### src/rtl/bet_round_controller.sv
// Round sequencer for a betting table: collects keyboard bets into a slot bank,
// runs the spin phase with a timeout, then dwells in settle before clearing the round.
module bet_round_controller #(
    parameter int          MAX_BETS      = 12,
    parameter logic [31:0] SPIN_TIMEOUT  = 32'd500_000_000,
    parameter logic [15:0] SETTLE_CYCLES = 16'd1000
) (
    input  logic       clock,
    input  logic       reset,
    input  logic       key_valid,
    input  logic [5:0] bet_opcode,
    input  logic [2:0] chip_color,
    input  logic       spin_done,
    output logic       bet_slot_we,
    output logic [3:0] bet_slot_idx,
    output logic [7:0] bet_slot_data,
    output logic [3:0] bet_count,
    output logic       spin_check,
    output logic [1:0] round_state,
    output logic       bet_rejected,
    output logic       clear_bets,
    output logic       spin_timeout
);

    typedef enum logic [1:0] {
        ST_IDLE    = 2'd0,
        ST_BETTING = 2'd1,
        ST_SPIN    = 2'd2,
        ST_SETTLE  = 2'd3
    } state_t;

    localparam logic [3:0] MAX_BETS_L = 4'(MAX_BETS);
    localparam logic [5:0] OP_SPIN    = 6'b111110;
    localparam logic [5:0] OP_NOOP    = 6'b111111;

    state_t      state_q, state_d;
    logic        key_prev_q, key_prev_d;
    logic [3:0]  bet_count_q, bet_count_d;
    logic [31:0] spin_cnt_q, spin_cnt_d;
    logic [15:0] settle_cnt_q, settle_cnt_d;
    logic        spin_timeout_q, spin_timeout_d;
    logic        bet_slot_we_q, bet_slot_we_d;
    logic [3:0]  bet_slot_idx_q, bet_slot_idx_d;
    logic [7:0]  bet_slot_data_q, bet_slot_data_d;
    logic        bet_rejected_q, bet_rejected_d;
    logic        clear_bets_q, clear_bets_d;
    logic        spin_check_q, spin_check_d;

    logic key_event;
    logic is_spin_req;
    logic is_bet_req;
    logic bet_ok;

    always_comb begin
        key_event   = key_valid & ~key_prev_q;
        is_spin_req = key_event && (bet_opcode == OP_SPIN);
        is_bet_req  = key_event && (bet_opcode != OP_SPIN) && (bet_opcode != OP_NOOP);
        bet_ok      = (chip_color != 3'b000) && (bet_count_q < MAX_BETS_L);

        state_d         = state_q;
        key_prev_d      = key_valid;
        bet_count_d     = bet_count_q;
        spin_cnt_d      = spin_cnt_q;
        settle_cnt_d    = settle_cnt_q;
        spin_timeout_d  = spin_timeout_q;
        bet_slot_we_d   = 1'b0;
        bet_slot_idx_d  = bet_slot_idx_q;
        bet_slot_data_d = bet_slot_data_q;
        bet_rejected_d  = 1'b0;
        clear_bets_d    = 1'b0;

        case (state_q)
            ST_IDLE, ST_BETTING: begin
                if (is_bet_req) begin
                    if (bet_ok) begin
                        bet_slot_we_d   = 1'b1;
                        bet_slot_idx_d  = bet_count_q;
                        bet_slot_data_d = {chip_color[1:0], bet_opcode};
                        bet_count_d     = bet_count_q + 4'd1;
                        state_d         = ST_BETTING;
                    end else begin
                        bet_rejected_d = 1'b1;
                    end
                end else if (is_spin_req) begin
                    if (state_q == ST_BETTING && bet_count_q != 4'd0) begin
                        state_d        = ST_SPIN;
                        spin_cnt_d     = 32'd0;
                        spin_timeout_d = 1'b0;
                    end else begin
                        bet_rejected_d = 1'b1;
                    end
                end
            end
            ST_SPIN: begin
                // Any key event during the spin is refused, including one that
                // coincides with the result strobe.
                bet_rejected_d = is_bet_req | is_spin_req;
                if (spin_done) begin
                    state_d      = ST_SETTLE;
                    settle_cnt_d = 16'd0;
                end else if (spin_cnt_q >= SPIN_TIMEOUT - 32'd1) begin
                    state_d        = ST_SETTLE;
                    settle_cnt_d   = 16'd0;
                    spin_timeout_d = 1'b1;
                end else begin
                    spin_cnt_d = spin_cnt_q + 32'd1;
                end
            end
            ST_SETTLE: begin
                bet_rejected_d = is_bet_req | is_spin_req;
                if (settle_cnt_q >= SETTLE_CYCLES - 16'd1) begin
                    state_d      = ST_IDLE;
                    clear_bets_d = 1'b1;
                    bet_count_d  = 4'd0;
                    settle_cnt_d = 16'd0;
                end else begin
                    settle_cnt_d = settle_cnt_q + 16'd1;
                end
            end
            default: state_d = ST_IDLE;
        endcase

        spin_check_d = (state_d == ST_SPIN);
    end

    always_ff @(posedge clock) begin
        if (!reset) begin
            state_q         <= ST_IDLE;
            // Treat a key held across reset release as already seen.
            key_prev_q      <= 1'b1;
            bet_count_q     <= 4'd0;
            spin_cnt_q      <= 32'd0;
            settle_cnt_q    <= 16'd0;
            spin_timeout_q  <= 1'b0;
            bet_slot_we_q   <= 1'b0;
            bet_slot_idx_q  <= 4'd0;
            bet_slot_data_q <= 8'd0;
            bet_rejected_q  <= 1'b0;
            clear_bets_q    <= 1'b0;
            spin_check_q    <= 1'b0;
        end else begin
            state_q         <= state_d;
            key_prev_q      <= key_prev_d;
            bet_count_q     <= bet_count_d;
            spin_cnt_q      <= spin_cnt_d;
            settle_cnt_q    <= settle_cnt_d;
            spin_timeout_q  <= spin_timeout_d;
            bet_slot_we_q   <= bet_slot_we_d;
            bet_slot_idx_q  <= bet_slot_idx_d;
            bet_slot_data_q <= bet_slot_data_d;
            bet_rejected_q  <= bet_rejected_d;
            clear_bets_q    <= clear_bets_d;
            spin_check_q    <= spin_check_d;
        end
    end

    assign bet_slot_we   = bet_slot_we_q;
    assign bet_slot_idx  = bet_slot_idx_q;
    assign bet_slot_data = bet_slot_data_q;
    assign bet_count     = bet_count_q;
    assign spin_check    = spin_check_q;
    assign round_state   = state_q;
    assign bet_rejected  = bet_rejected_q;
    assign clear_bets    = clear_bets_q;
    assign spin_timeout  = spin_timeout_q;

endmodule

### config.mk
export PLATFORM = sky130hd
export DESIGN_NAME = bet_round_controller
export DESIGN_NICKNAME = d
export VERILOG_FILES = /design/src/rtl/bet_round_controller.sv
export SDC_FILE = /design/constraint.sdc
export NUM_CORES = 1
export LEC_CHECK = 0
export BUFFER_PORTS_ARGS = -buffer_cell sky130_fd_sc_hd__buf_2
export CORE_ASPECT_RATIO = 0.8
export CORE_MARGIN = 10
export CORE_UTILIZATION = 30
export DETAILED_ROUTE_END_ITERATION = 16
export PLACE_DENSITY = 0.42
export SKIP_CTS_REPAIR_TIMING = 1
export SLEW_MARGIN = 10
export SYNTH_ARGS = -nofsm -noshare
export SYNTH_HDL_FRONTEND = slang
export SYNTH_SLANG_ARGS = --single-unit
### constraint.sdc
create_clock -name clock -period 3.14 [get_ports clock]
set_input_delay 0.628 -clock clock [delete_from_list [all_inputs] [get_ports clock]]
set_output_delay 0.628 -clock clock [all_outputs]
set_load 0.01 [all_outputs]
Word-level counts from Yosys, hierarchy flattened
Cells that the tools add are included.
Widths: inputs -> output; s select.
{"block": "word_totals", "reg_bits": 72, "input_bits": 13, "out_inout_bits": 23, "elab_cells": 93}
{"block": "op_classes", "add_sub_neg": 3, "magnitude_cmp": 3, "eq_ne": 17, "n_mux": 35, "n_bitwise": 3, "reduce_logical": 20}
{"operator": "$mux 32", "n": 5}
{"operator": "$pmux 32 s2", "n": 1}
{"operator": "$mux 16", "n": 3}
{"operator": "$add 32x1->32 const B", "n": 1}
{"operator": "$ge 32x29->1 const B", "n": 1}
{"operator": "$pmux 16 s2", "n": 1}
{"operator": "$ne 2x2->1 const B", "n": 9}
{"operator": "$add 16x1->16 const B", "n": 1}
{"operator": "$ge 16x10->1 const B", "n": 1}
{"operator": "$mux 2", "n": 7}
{"operator": "$mux 4", "n": 3}
{"operator": "$ne 6x6->1 const B", "n": 2}
{"operator": "$reduce_and 6->1", "n": 2}
{"operator": "$mux 1", "n": 11}
{"operator": "$pmux 4 s2", "n": 1}
{"operator": "$eq 2x2->1 const B", "n": 3}
{"operator": "$eq 6x6->1 const B", "n": 1}
{"operator": "$pmux 2 s3", "n": 1}
{"operator": "$reduce_and 3->1", "n": 2}
{"operator": "$reduce_bool 2->1", "n": 3}
{"operator": "$logic_and 1x1->1", "n": 5}
{"operator": "$add 4x1->4 const B", "n": 1}
{"operator": "$lt 4x4->1 const B", "n": 1}
{"operator": "$pmux 1 s2", "n": 2}
{"operator": "other kinds (11)", "n": 13}

Depth between registers and ports, before layout
{"block": "depth", "word_depth": 7, "ltp_mapped": 9, "ltp_nobuf": 8}

Worst setup path before layout
Ideal clock, no wire load.
{"block": "synth_timing", "kind": "register to register", "start": "reg bet_count_q[0], in the netlist bet_count[0]", "end": "reg spin_cnt_q[20]", "setup_time_ns": 0.070, "arrival_time_ns": 2.452, "required_time_ns": 3.070, "path_slack_ns": 0.618, "path_stages_with_launch": 10, "path_cell_list": "dfxtp_1 -> inv_1 -> ha_1 -> nor3b_1 -> or4b_1 -> nor2_1 -> o21ba_2 -> buf_2 -> or4_1 -> a21oi_1"}
{"block": "synth_via", "elab_chain_len": 4}
{"item": "start, declared", "line": "38", "source": "logic [3:0] bet_count_q, bet_count_d;"}
{"item": "start signal, assigned", "line": "144", "source": "bet_count_q <= bet_count_d;"}
{"item": "$reduce_bool 4->1", "line": "85", "source": "if (state_q == ST_BETTING && bet_count_q != 4'd0) begin"}
{"item": "$logic_and 1x1->1", "line": "85"}
{"item": "$ne 2x2->1 (no source line)"}
{"item": "$reduce_and 6->1 (no source line)"}
{"item": "end signal, assigned", "line": "145", "source": "spin_cnt_q <= spin_cnt_d;"}
{"item": "end, declared", "line": "39", "source": "logic [31:0] spin_cnt_q, spin_cnt_d;"}
Every way passes these cells.
A chain may end at the register's enable or synchronous reset.

Final worst setup path
{"block": "layout_timing", "start": "reg bet_count_q[1], in the netlist bet_count[1]", "end": "reg spin_cnt_q[25]"}
Same word-level chain as after synthesis.

==> summary.md <==
| Metric | Value |
|---|---|
| Rows | 33 |
| Die ar. | 15500 um2 |
| P&R area growth vs syn | 21.4% |
| # IOs | 36 |
| Largest net degree at the start of global routing | 38 |
| Routed WL per cell | approximately 15 um |
| Fmax | 0.355 GHz |
| Sequential share of power | 44.3% |
| Die X | 137 um |
| First-pass DRT Iterations | 4 |
| Critical path's largest stage delay | 600 ps |
| Slew Limit Headroom | a little under half |
| Fraction of registers with async set/reset | 0% |
| Top_reg_cell synth | dfxtp_1 |
| Root Driver | clkbuf_16 |
| Final setup viols | 0 |
| Post-synthesis sequential area ratio | 44.2% |
| Clk pwr share | 52.7% |
| Nets | approximately 450 |
| Cells along the critical path | inv_1 > ha_1 > nor3b_1 > or4b_1 > nor2_1 > o21ba_2 > buf_4 > or3_1 > a21oi_1 |
| P_sw | 0.447 mW |
| Sw frac | a little over a fifth |
| Post-Synthesis Cells | 388 |
| Number of fillers in the final layout | ~1100 |
| Total gr overflow | 0 |
| Critical path's top delay family | simple AND/OR/NAND/NOR gates |
| Yosys top cell by area | dfxtp_1 |
| Vias in the first global route | 2788 |
| Syn nets | 405 |
| Via density per instance | 5.10 |
| Synthesized flop and latch total | 72 |
| Synth Warn # | 0 |
| Clk slew on worst S/H paths | 60 ps |
| CTS Buf Count | 9 |
| Comb power frac | 3.0% |
| Hold Path Class | flop to flop |
| Synth top area share | 44.2% |
| Antenna-violating nets left | 0 |
| Design Power | 2.09 mW |
| Peak VDD IR | roughly 0.27 mV |
| Maximum fanout along the worst path | 37 |
| Actual slew at the worst max-slew pin | 808 ps |
| Routed vias | 2922 |
| Avg Cell Area, Syn | 8.40 um2 |
| CTS sink cnt | 72 |
| CP required | 3400 ps |
| TNS Setup | 0 ps |
| Placer congestion estimate | 0.745 |
| CP Class | flop to flop |
| Hold Fails Final Rpt | 0 |
| Most common cell after layout, fill and taps aside | dfxtp_1 |
| Startpoint Class | flop |
| Drc violations | 0 |
| CP Data Arrival Time | 3080 ps |
| Core Util, Final | 37.9% |
| Initial antenna violation count | 0 |
| Commonest non-fill, non-tap cells in the layout | 72 x dfxtp_1, 42 x nor2_1, 35 x buf_2 |
| Crit path capture type | flop |
| Max clock buf depth | 2 |
| Synth unique cells | 45 |
| Starting DRT DRC Count | 182 |
| Slowest stage cell, crit path | or4b_1 |
| First-pass GRT wire length | 14.2 mm |
| Lkg Pwr | 1.47 nW |
| Initial Util | 31.2% |
| CTS H-tree depth | 3 |
| Final min period | ~2800 ps |
| Core ar. | 10400 um2 |
| Post-synth EDFFs | 0 |
| WP buf/inv | 2 |
| Clock Latency Late Sink | between 300 and 400 ps |
| Area of the multi-input gates | 1750 um2 |
| Number of port buffers | 35 |
| Main area contributors after synthesis | dfxtp_1 44%, nor2_1 4.8%, or3_1 4.8%, a21oi_1 4.6%, o21ai_0 4.5% |
| Status | finished, final reports clean |
| Period utilisation layout | 89.8% |
| Final WL | 8.62 mm |
| Slew Viols, Final | 0 |
| Dpl cells | 557 |
| GRT Resource Usage Total | 11.3% |
| Worst clock skew | 8.60 ps |
| Internal | 1.64 mW |
| Max-cap violation count | 0 |
| Antenna diode count | 0 |
| Finished Layout Cells | around 570 |
| CTS tree | done |
| Sequential cell area | 1440 um2 |
| PwrDens | 527 nW/um2 |
| Share of layout cells above drive strength 1 | 15.5% |
| HPWL after detailed placement | between 6 and 7 mm |
| Synth Cell Area | 3260 um2 |
| RSZ-0062 raised after global routing | false |
| Die Y | 113 um |
worst paths after layout:
kind,endpoint,slack [ps],depth (start not counted),from
setup reg to reg,spin_cnt_q[25]$_SDFFE_PN0P_,320,9,bet_count[1]$_SDFFE_PN0P_
setup / recovery,spin_cnt_q[25]$_SDFFE_PN0P_,320,9,bet_count[1]$_SDFFE_PN0P_
hold / removal,spin_cnt_q[31]$_SDFFE_PN0P_,460,1,spin_cnt_q[31]$_SDFFE_PN0P_
hold reg to reg,spin_cnt_q[31]$_SDFFE_PN0P_,460,1,spin_cnt_q[31]$_SDFFE_PN0P_
cells in the mapped netlist (3+ instances only):
| cell type | instances |
|---|---|
| mux2i_1 | 13 |
| or4_1 | 6 |
| and4_1 | 3 |
| nand4_1 | 9 |
| nor3_1 | 10 |
| nor3b_1 | 4 |
| and2_1 | 8 |
| o31ai_1 | 3 |
| o21a_1 | 8 |
| ha_1 | 4 |
| nand3_1 | 24 |
| buf_2 | 3 |
| nand2_1 | 25 |
| o21ai_0 | 29 |
| a21oi_1 | 30 |
| nor2_1 | 42 |
| dfxtp_1 | 72 |
| inv_1 | 4 |
| a31oi_1 | 8 |
| clkbuf_1 | 12 |
| and3_1 | 15 |
| or3_1 | 25 |
power groups by stage:
stage                     clock (mW)  combinational [mW]  sequential, mW
after CTS                       1.14              0.0638           0.923
after global routing            1.17              0.0700           0.924
after global placement             0              0.0635           0.944
final                           1.10              0.0623           0.923
after detailed placement           0              0.0638           0.944
after floorplan                    0              0.0327           0.945
per-stage QoR:
| stage | hold slack, ps | area, um2 | worst slack, ps |
|---|---|---|---|
| after floorplan | 431 | 3260 | 618 |
| after global placement | 445 | 3640 | 389 |
| after detailed placement | 448 | 3640 | 322 |
| after CTS | 466 | 3960 | 328 |
| after global routing | 488 | 3960 | 107 |
| final | 463 | 3960 | 319 |
logic make-up (layout without fill, tap and decap cells):
logic type,after synthesis,count (layout),share of synthesized area [%]
flip-flops,72,72,44.2
XOR/XNOR,1,1,0.269
AND/OR/NAND/NOR,179,179,29.2
buffers and inverters,21,66,2.53
multiplexers,13,13,3.99
AO/OA/AOI/OAI,98,98,18.3
adder cells (fa/ha/maj),4,4,1.54
per-layer routing:
metal	vias to the layer above	routed length (um)	track usage, %
li1	1519	-	-
met4	0	107	4.46
met2	58	3390	15.2
met1	1334	4540	16.2
met5	-	0	0
met3	11	574	3.49
layout make-up:
type	instances	share of cell area (%)
inverter	4	0.379
sequential	72	36.4
tap	140	4.43
clock inverter	7	2.40
timing repair buffer	46	6.51
multi-input combinational	295	44.2
clock buffer	9	5.69
sequential cells by signal, indices dropped and copies added, names as in the netlist:
register and count:
spin_cnt_q 32, bet_slot_idx 4, spin_timeout 1, bet_slot_data 8
round_state 2, settle_cnt_q 16, bet_slot_we 1, spin_check 1
clear_bets 1, bet_count 4, key_prev_q 1, bet_rejected 1
Note: power is estimated with default switching activity, not from simulation.
